$ cat config.mk
export PLATFORM = sky130hd
export DESIGN_NAME = dpram_fifo_ctrl
export DESIGN_NICKNAME = d
export VERILOG_FILES = /design/src/rtl/dpram_fifo_ctrl.sv
export SDC_FILE = /design/constraint.sdc
export NUM_CORES = 1
export LEC_CHECK = 0
export ABC_AREA = 1
export CORE_AREA = 2 2 154 156
export CTS_CLUSTER_DIAMETER = 120
export DETAILED_ROUTE_END_ITERATION = 10
export DIE_AREA = 0 0 156 158
export PLACE_DENSITY = 0.7
export SLEW_MARGIN = 20
export SYNTH_ARGS = -nofsm -noshare
export SYNTH_HDL_FRONTEND = slang
export SYNTH_SLANG_ARGS = --single-unit
$ cat constraint.sdc
create_clock -name clk -period 6.43 [get_ports clk]
set_input_delay 1.286 -clock clk [delete_from_list [all_inputs] [get_ports clk]]
set_output_delay 1.286 -clock clk [all_outputs]
set_load 0.1 [all_outputs]
$ cat src/rtl/dpram_fifo_ctrl.sv
// Valid/ready FIFO controller for a simple dual-port RAM (port A writes, port B reads).
// A 2-entry output buffer absorbs the 1-cycle RAM read latency for bubble-free streaming.
module dpram_fifo_ctrl #(
    parameter int unsigned DW    = 64,
    parameter int unsigned AW    = 8,
    parameter int unsigned DEPTH = 256
) (
    input  logic          clk,
    input  logic          rstn,
    input  logic          flush,
    input  logic          s_valid,
    output logic          s_ready,
    input  logic [DW-1:0] s_data,
    output logic          m_valid,
    input  logic          m_ready,
    output logic [DW-1:0] m_data,
    output logic          ram_ena,
    output logic          ram_wea,
    output logic [AW-1:0] ram_addra,
    output logic [DW-1:0] ram_dia,
    output logic          ram_enb,
    output logic [AW-1:0] ram_addrb,
    input  logic [DW-1:0] ram_dob,
    output logic [AW:0]   ram_level
);
    localparam int unsigned   CW        = AW + 1;
    localparam logic [AW-1:0] LAST_ADDR = AW'(DEPTH - 1);
    localparam logic [CW-1:0] FULL_CNT  = CW'(DEPTH);

    logic [AW-1:0] wptr_q, wptr_d;
    logic [AW-1:0] rptr_q, rptr_d;
    logic [CW-1:0] ram_cnt_q, ram_cnt_d;
    logic          rd_inflight_q, rd_inflight_d;
    logic [1:0]    ob_cnt_q, ob_cnt_d;
    logic [DW-1:0] ob0_q, ob0_d;
    logic [DW-1:0] ob1_q, ob1_d;

    logic       push;
    logic       pop;
    logic       issue;
    logic [2:0] ob_claim;

    // Handshakes and read issue; a read is only issued if its data is sure to find a buffer slot
    always_comb begin
        s_ready  = rstn & ~flush & (ram_cnt_q < FULL_CNT);
        push     = s_valid & s_ready;
        m_valid  = (ob_cnt_q != 2'd0) & ~flush;
        pop      = m_valid & m_ready;
        ob_claim = 3'(ob_cnt_q) + 3'(rd_inflight_q) - 3'(pop);
        issue    = rstn & ~flush & (ram_cnt_q != '0) & (ob_claim < 3'd2);
    end

    assign ram_ena   = push;
    assign ram_wea   = push;
    assign ram_addra = wptr_q;
    assign ram_dia   = s_data;
    assign ram_enb   = issue;
    assign ram_addrb = rptr_q;
    assign ram_level = ram_cnt_q;
    assign m_data    = ob0_q;

    // Next-state: pointers, occupancy and the in-order output buffer
    always_comb begin
        wptr_d        = wptr_q;
        rptr_d        = rptr_q;
        ram_cnt_d     = ram_cnt_q + CW'(push) - CW'(issue);
        rd_inflight_d = issue;
        ob0_d         = ob0_q;
        ob1_d         = ob1_q;
        ob_cnt_d      = ob_cnt_q - 2'(pop) + 2'(rd_inflight_q);

        if (push) begin
            wptr_d = (wptr_q == LAST_ADDR) ? '0 : wptr_q + AW'(1);
        end
        if (issue) begin
            rptr_d = (rptr_q == LAST_ADDR) ? '0 : rptr_q + AW'(1);
        end
        if (pop) begin
            ob0_d = ob1_q;
        end
        // Returning word lands at the tail as seen after this cycle's pop
        if (rd_inflight_q) begin
            if ((ob_cnt_q - 2'(pop)) == 2'd0) begin
                ob0_d = ram_dob;
            end else begin
                ob1_d = ram_dob;
            end
        end
    end

    always_ff @(posedge clk) begin
        if (!rstn || flush) begin
            wptr_q        <= '0;
            rptr_q        <= '0;
            ram_cnt_q     <= '0;
            rd_inflight_q <= 1'b0;
            ob_cnt_q      <= 2'd0;
        end else begin
            wptr_q        <= wptr_d;
            rptr_q        <= rptr_d;
            ram_cnt_q     <= ram_cnt_d;
            rd_inflight_q <= rd_inflight_d;
            ob_cnt_q      <= ob_cnt_d;
        end
    end

    // Buffer payload needs no reset; validity is tracked by ob_cnt_q
    always_ff @(posedge clk) begin
        ob0_q <= ob0_d;
        ob1_q <= ob1_d;
    end

endmodule

After elaboration in Yosys (flattened, before gate mapping)
Cells that the tools add are included.
{ "op_classes": {"bitwise": 9, "reduce_logical": 6, "eq_ne": 2, "n_addsub": 8, "n_mux": 5, "magnitude_cmp": 2} }
{ "op_table": {"columns": ["op", "count"], "rows": [
  ["$mux 64", 3],
  ["$add 8x1->8 const B", 2],
  ["$eq 8x8->1 const B", 2],
  ["$mux 8", 2],
  ["$add 9x1->9", 1],
  ["$lt 9x9->1 const B", 1],
  ["$reduce_bool 9->1", 1],
  ["$sub 9x1->9", 1],
  ["$and 1x1->1", 7],
  ["$add 2x1->3", 1],
  ["$lt 3x2->1 const B", 1],
  ["$sub 3x1->3", 1],
  ["$add 2x1->2", 1],
  ["$logic_not 2->1", 1],
  ["$not 1->1", 2],
  ["$reduce_and 2->1", 1],
  ["$reduce_bool 2->1", 1],
  ["$sub 2x1->2", 1],
  ["$logic_not 1->1", 1],
  ["$logic_or 1x1->1", 1]
]} }
{ "word_totals": {"wordCells": 39, "in_bits": 133, "regBits": 156, "out_inout_bits": 158} }

Depth between registers and ports, before layout
{ "depth": {"ltp_word": 7, "ltp_mapped": 28, "ltp_nobuf": 26} }

Worst setup path before layout
No wires, ideal clock.
{ "synth_path": {"kind": "input to register", "start": "in flush", "end": "reg ob1_q[0] (enable)", "required_ns": 5.943, "path_buffers": 1, "arrival_ns": 5.558, "setup_slack_ns": 0.385, "setup_time_ns": 0.487, "path_stages": 9, "path_cell_list": "a21oi_4 nand2_1 inv_2 buf_2 ha_1 inv_1 ha_1 nor2_1 nor2_1"} }
{ "synth_via": {"elab_chain_cells": 7} }
{ "synth_lines": {"columns": ["item", "line_no", "text"], "rows": [
  ["start: declaration", "10", "input logic flush,"],
  ["$not 1->1", "47", "m_valid = (ob_cnt_q != 2'd0) & ~flush;"],
  ["$and 1x1->1", "47", null],
  ["$and 1x1->1", "48", "pop = m_valid & m_ready;"],
  ["$sub 2x1->2", "83", "if ((ob_cnt_q - 2'(pop)) == 2'd0) begin"],
  ["$logic_not 2->1", "83", null],
  ["$not 1->1 (no source line)", null, null],
  ["$reduce_and 2->1 (no source line)", null, null],
  ["end signal: assignment", "110", "ob1_q <= ob1_d;"],
  ["end: declaration", "36", "logic [DW-1:0] ob1_q, ob1_d;"]
]} }
No other way between the ends.
A chain may end at the register's enable or synchronous reset.

Worst setup path after layout
{ "layout_path": {"start": "in flush", "end": "out ram_enb"} }
{ "layout_via": {"elab_chain_cells": 6, "elab_cells_between_ends": 8, "cone_classes": "add/sub (1); order compare (1); bitwise (6)"} }
{ "layout_lines": {"columns": ["item", "line_no", "text"], "rows": [
  ["$not 1->1 (*)", "47, 50", null],
  ["$and 1x1->1", "47", null],
  ["$and 1x1->1", "48", null],
  ["$sub 3x1->3", "49", "ob_claim = 3'(ob_cnt_q) + 3'(rd_inflight_q) - 3'(pop);"],
  ["$lt 3x2->1", "50", "issue = rstn & ~flush & (ram_cnt_q != '0) & (ob_claim < 3'd2);"],
  ["$and 1x1->1 (*)", "50", null],
  ["end: declaration", "21", "output logic ram_enb,"]
]} }
Mark *: on every way between the ends. The rest lies on a longest branch, timed or not.

==> reports/qor.txt <==
Crit-path slowest cell - fa_1
1st-iter DRT viols - 303
ant diodes - 0
clk_lat worst skew - 0.42 ns
Net Count, Synth - 892
Critical Path AT - 3.66 ns
PwrDens - 610 mW/mm²
largest stage delay on the critical path - 0.50 ns
delay-heaviest family, CP - buffers and inverters
Util after Layout - 37.9%
Top-Level Pins - 291
Rel. slew slack - 31.7%
placed cell area - 0.00815 mm²
CTS tree - yes
Primary FF master, synth - dfxtp_1
critical path endpoint category - output port
worst endpoint required time - 5.14 ns
worst path cell trace - clkdlybuf4s50_1 -> a21oi_4 -> nand2_2 -> inv_2 -> ha_1 -> inv_1 -> nand2_1 -> fa_1 -> nand3_2 -> nor2_4 -> nand2_2 -> clkinv_2 -> buf_12
area fraction of the dominant cell type after synthesis - 28.4%
asr flop ratio synth - 0%
Cell Rows - 56
fraction of layout instances using a drive strength above 1 - 5.81%
fmax - 202 MHz
status - finished clean
Yosys reg bits - 156
Inserted Clock Buffers - 17
Setup violations, final - 0
Hold Vio Cnt, Final - 0
Post-synth EDFFs - 64
CP Max Fanout - 11
area grow syn2layout - 29.1%
clk slew on worst S/H paths - 0.07 ns
Post-CTS Resized - 0
number of global-route vias before repair - 4,908
CTS sink count - 156
most frequent CP cell - nand2_2
global-route wire length before repair - 24,700 µm
Layout Skew - 0.0130 ns
port buffer count - 162
Total GRT Usage - 12.7%
via count - 5,087
Worst-Margin Slew - 1.02 ns
GR Overflow Total - 0
Cells after Synth - 740
period utilization - 76.9%
Filler Cell Count - 2,277
Cell variety after synth - 30
yosys warns - 0
gp weighted congestion - 0.813
Final HPWL DP - 10,300 µm
wire length per cell - 13.9 µm
core area - 0.0231 mm²
Mapped Area - 0.00677 mm²
DR pass1 iterations - 4
Hold Path Class - reg -> reg
kind of critical path - in -> out
drt total wl - 15,800 µm
Setup Buffers After CTS - 0
crit path time final - 4.95 ns
Starting Density - 29.4%
dominant cell type by area after synthesis - edfxtp_1
# DRC - 0
clock buffer depth - 2
largest cells by area after synthesis - edfxtp_1 (28%), dfxtp_1 (27%), nand2_1 (9.9%)
Syn Area/Cell - 9.15 µm²
most common cell in the synthesized netlist - nand2_1
max cap viols - 0
Seq/Total Area, Yosys - 55.6%
Max Transition Viols Final - 0
P_leak - 3.46 nW
Worst Setup Start Kind - primary input
Peak VDD IR - 0.352 mV
RSZ-0062 raised after global routing - false
Post-synth top cells - nand2_1 (179), nor2_1 (101), dfxtp_1 (92)
initial antenna violation count - 0
H-tree lvl count - 4
CTS root buffer - clkbuf_16
Die W - 156 µm
DIE HEIGHT - 158 µm
ANT nets after route - 0
cts hold-fix bufs - 0
die area - 0.0246 mm²
design area - 0.00874 mm²
Buf+Inv Stages, Crit Path - 5
setup_tns - 0 ns
pin count of the biggest net entering global routing - 71
Net count, final - 982
drt via density - 4.49
==> cell type report <==
| class | instances | area (µm²) | share of cell area [%] |
|---|---|---|---|
| flip-flops and latches | 156 | 3760 | 43.0 |
| clock buffers | 17 | 425 | 4.87 |
| repair buffers | 166 | 1670 | 19.1 |
| multi-input cells | 427 | 2110 | 24.2 |
| clock inverters | 15 | 170 | 1.95 |
| well taps | 290 | 363 | 4.15 |
| inverters | 62 | 234 | 2.68 |
==> metrics by stage <==
stage	worst slack, ns	hold WS, ns	power, W	cells
after floorplan	0.385	0.481	0.00388	740
after global placement	1.48	0.466	0.00432	1101
after detailed placement	1.36	0.472	0.00436	1101
after CTS	1.47	0.484	0.00539	1133
after global routing	1.33	0.499	0.00559	1133
final	1.48	0.478	0.00533	1133
==> cell usage in the layout (no fill, tap or decap), types with 2 or more instances in the layout <==
| cell type | count |
|---|---|
| nand2_2 | 2 |
| a31oi_1 | 64 |
| inv_2 | 3 |
| nand3_1 | 20 |
| clkinv_8 | 3 |
| nand3b_1 | 2 |
| buf_12 | 2 |
| clkbuf_16 | 17 |
| edfxtp_1 | 64 |
| clkdlybuf4s50_1 | 161 |
| o21bai_1 | 5 |
| ha_1 | 17 |
| clkinv_4 | 2 |
| dfxtp_1 | 92 |
| nor2_1 | 100 |
| nand2_1 | 177 |
| a21oi_1 | 9 |
| o21ai_0 | 8 |
| inv_8 | 7 |
| buf_4 | 3 |
| fa_1 | 2 |
| xnor2_1 | 2 |
| inv_1 | 58 |
| nor2_4 | 2 |
| nand4_1 | 8 |
| inv_6 | 2 |
| xor2_1 | 3 |
==> flip-flops by register name, summed over array words and instances, names as in the netlist <==
register       count
ob1_q             64
rd_inflight_q      1
ram_addrb          8
ram_addra          8
ob_cnt_q           2
m_data            64
ram_level          9
==> cell families (layout without fill, tap and decap cells) <==
logic type	Yosys count	after routing	share of synthesized area [%]
and+or+nand+nor	315	315	18.5
AOI/OAI and AO/OA	88	88	8.04
xor gates and xnor gates	5	5	0.647
adders and majority gates	19	19	3.73
DFF	156	156	55.6
buffers and inverters	157	260	13.5
==> per-layer routing <==
layer  global-route usage [%]  up-vias  wire (µm)
met5                        0        -          0
met3                     3.81       29        858
met4                     4.54        0        306
met1                     16.0     2373       7350
li1                         -     2550          -
met2                     20.8      135       7260
==> worst reg2reg max path, cell delays in order (launching register included) <==
cell and delay (ns):
dfxtp_1 0.41, inv_2 0.09, a21oi_4 0.16, nand2_2 0.07, inv_2 0.05, ha_1 0.21
inv_1 0.09, nand2_1 0.07, fa_1 0.50, nand3_2 0.10, nor2_4 0.18, nand2_2 0.16
clkinv_2 0.14, ha_1 0.24, inv_1 0.06, ha_1 0.16, inv_1 0.06, fa_1 0.36
inv_1 0.08, nand2_1 0.06, nand3_1 0.11, nand3_1 0.12, a21oi_1 0.18, nor2_1 0.06
==> final timing paths <==
check	startpoint	endpoint	slack [ns]	cells after the start
worst max-delay path	flush	ram_enb	1.48	13
worst min-delay path	m_data[56]	m_data[56]	0.48	2
worst max register to register	ob_cnt_q[1]	ram_level[8]	2.62	23
worst min register to register	m_data[56]	m_data[56]	0.48	2
==> where the power goes <==
| group | internal (W) | total, W | leakage, nW | switching (W) |
|---|---|---|---|---|
| combinational | 0.000682 | 0.00291 | 1.83 | 0.00223 |
| sequential | 0.00129 | 0.00142 | 1.34 | 0.000132 |
| clock | 0.000526 | 0.00101 | 0.290 | 0.000481 |
No activity file was read; power rests on OpenSTA's default activity.
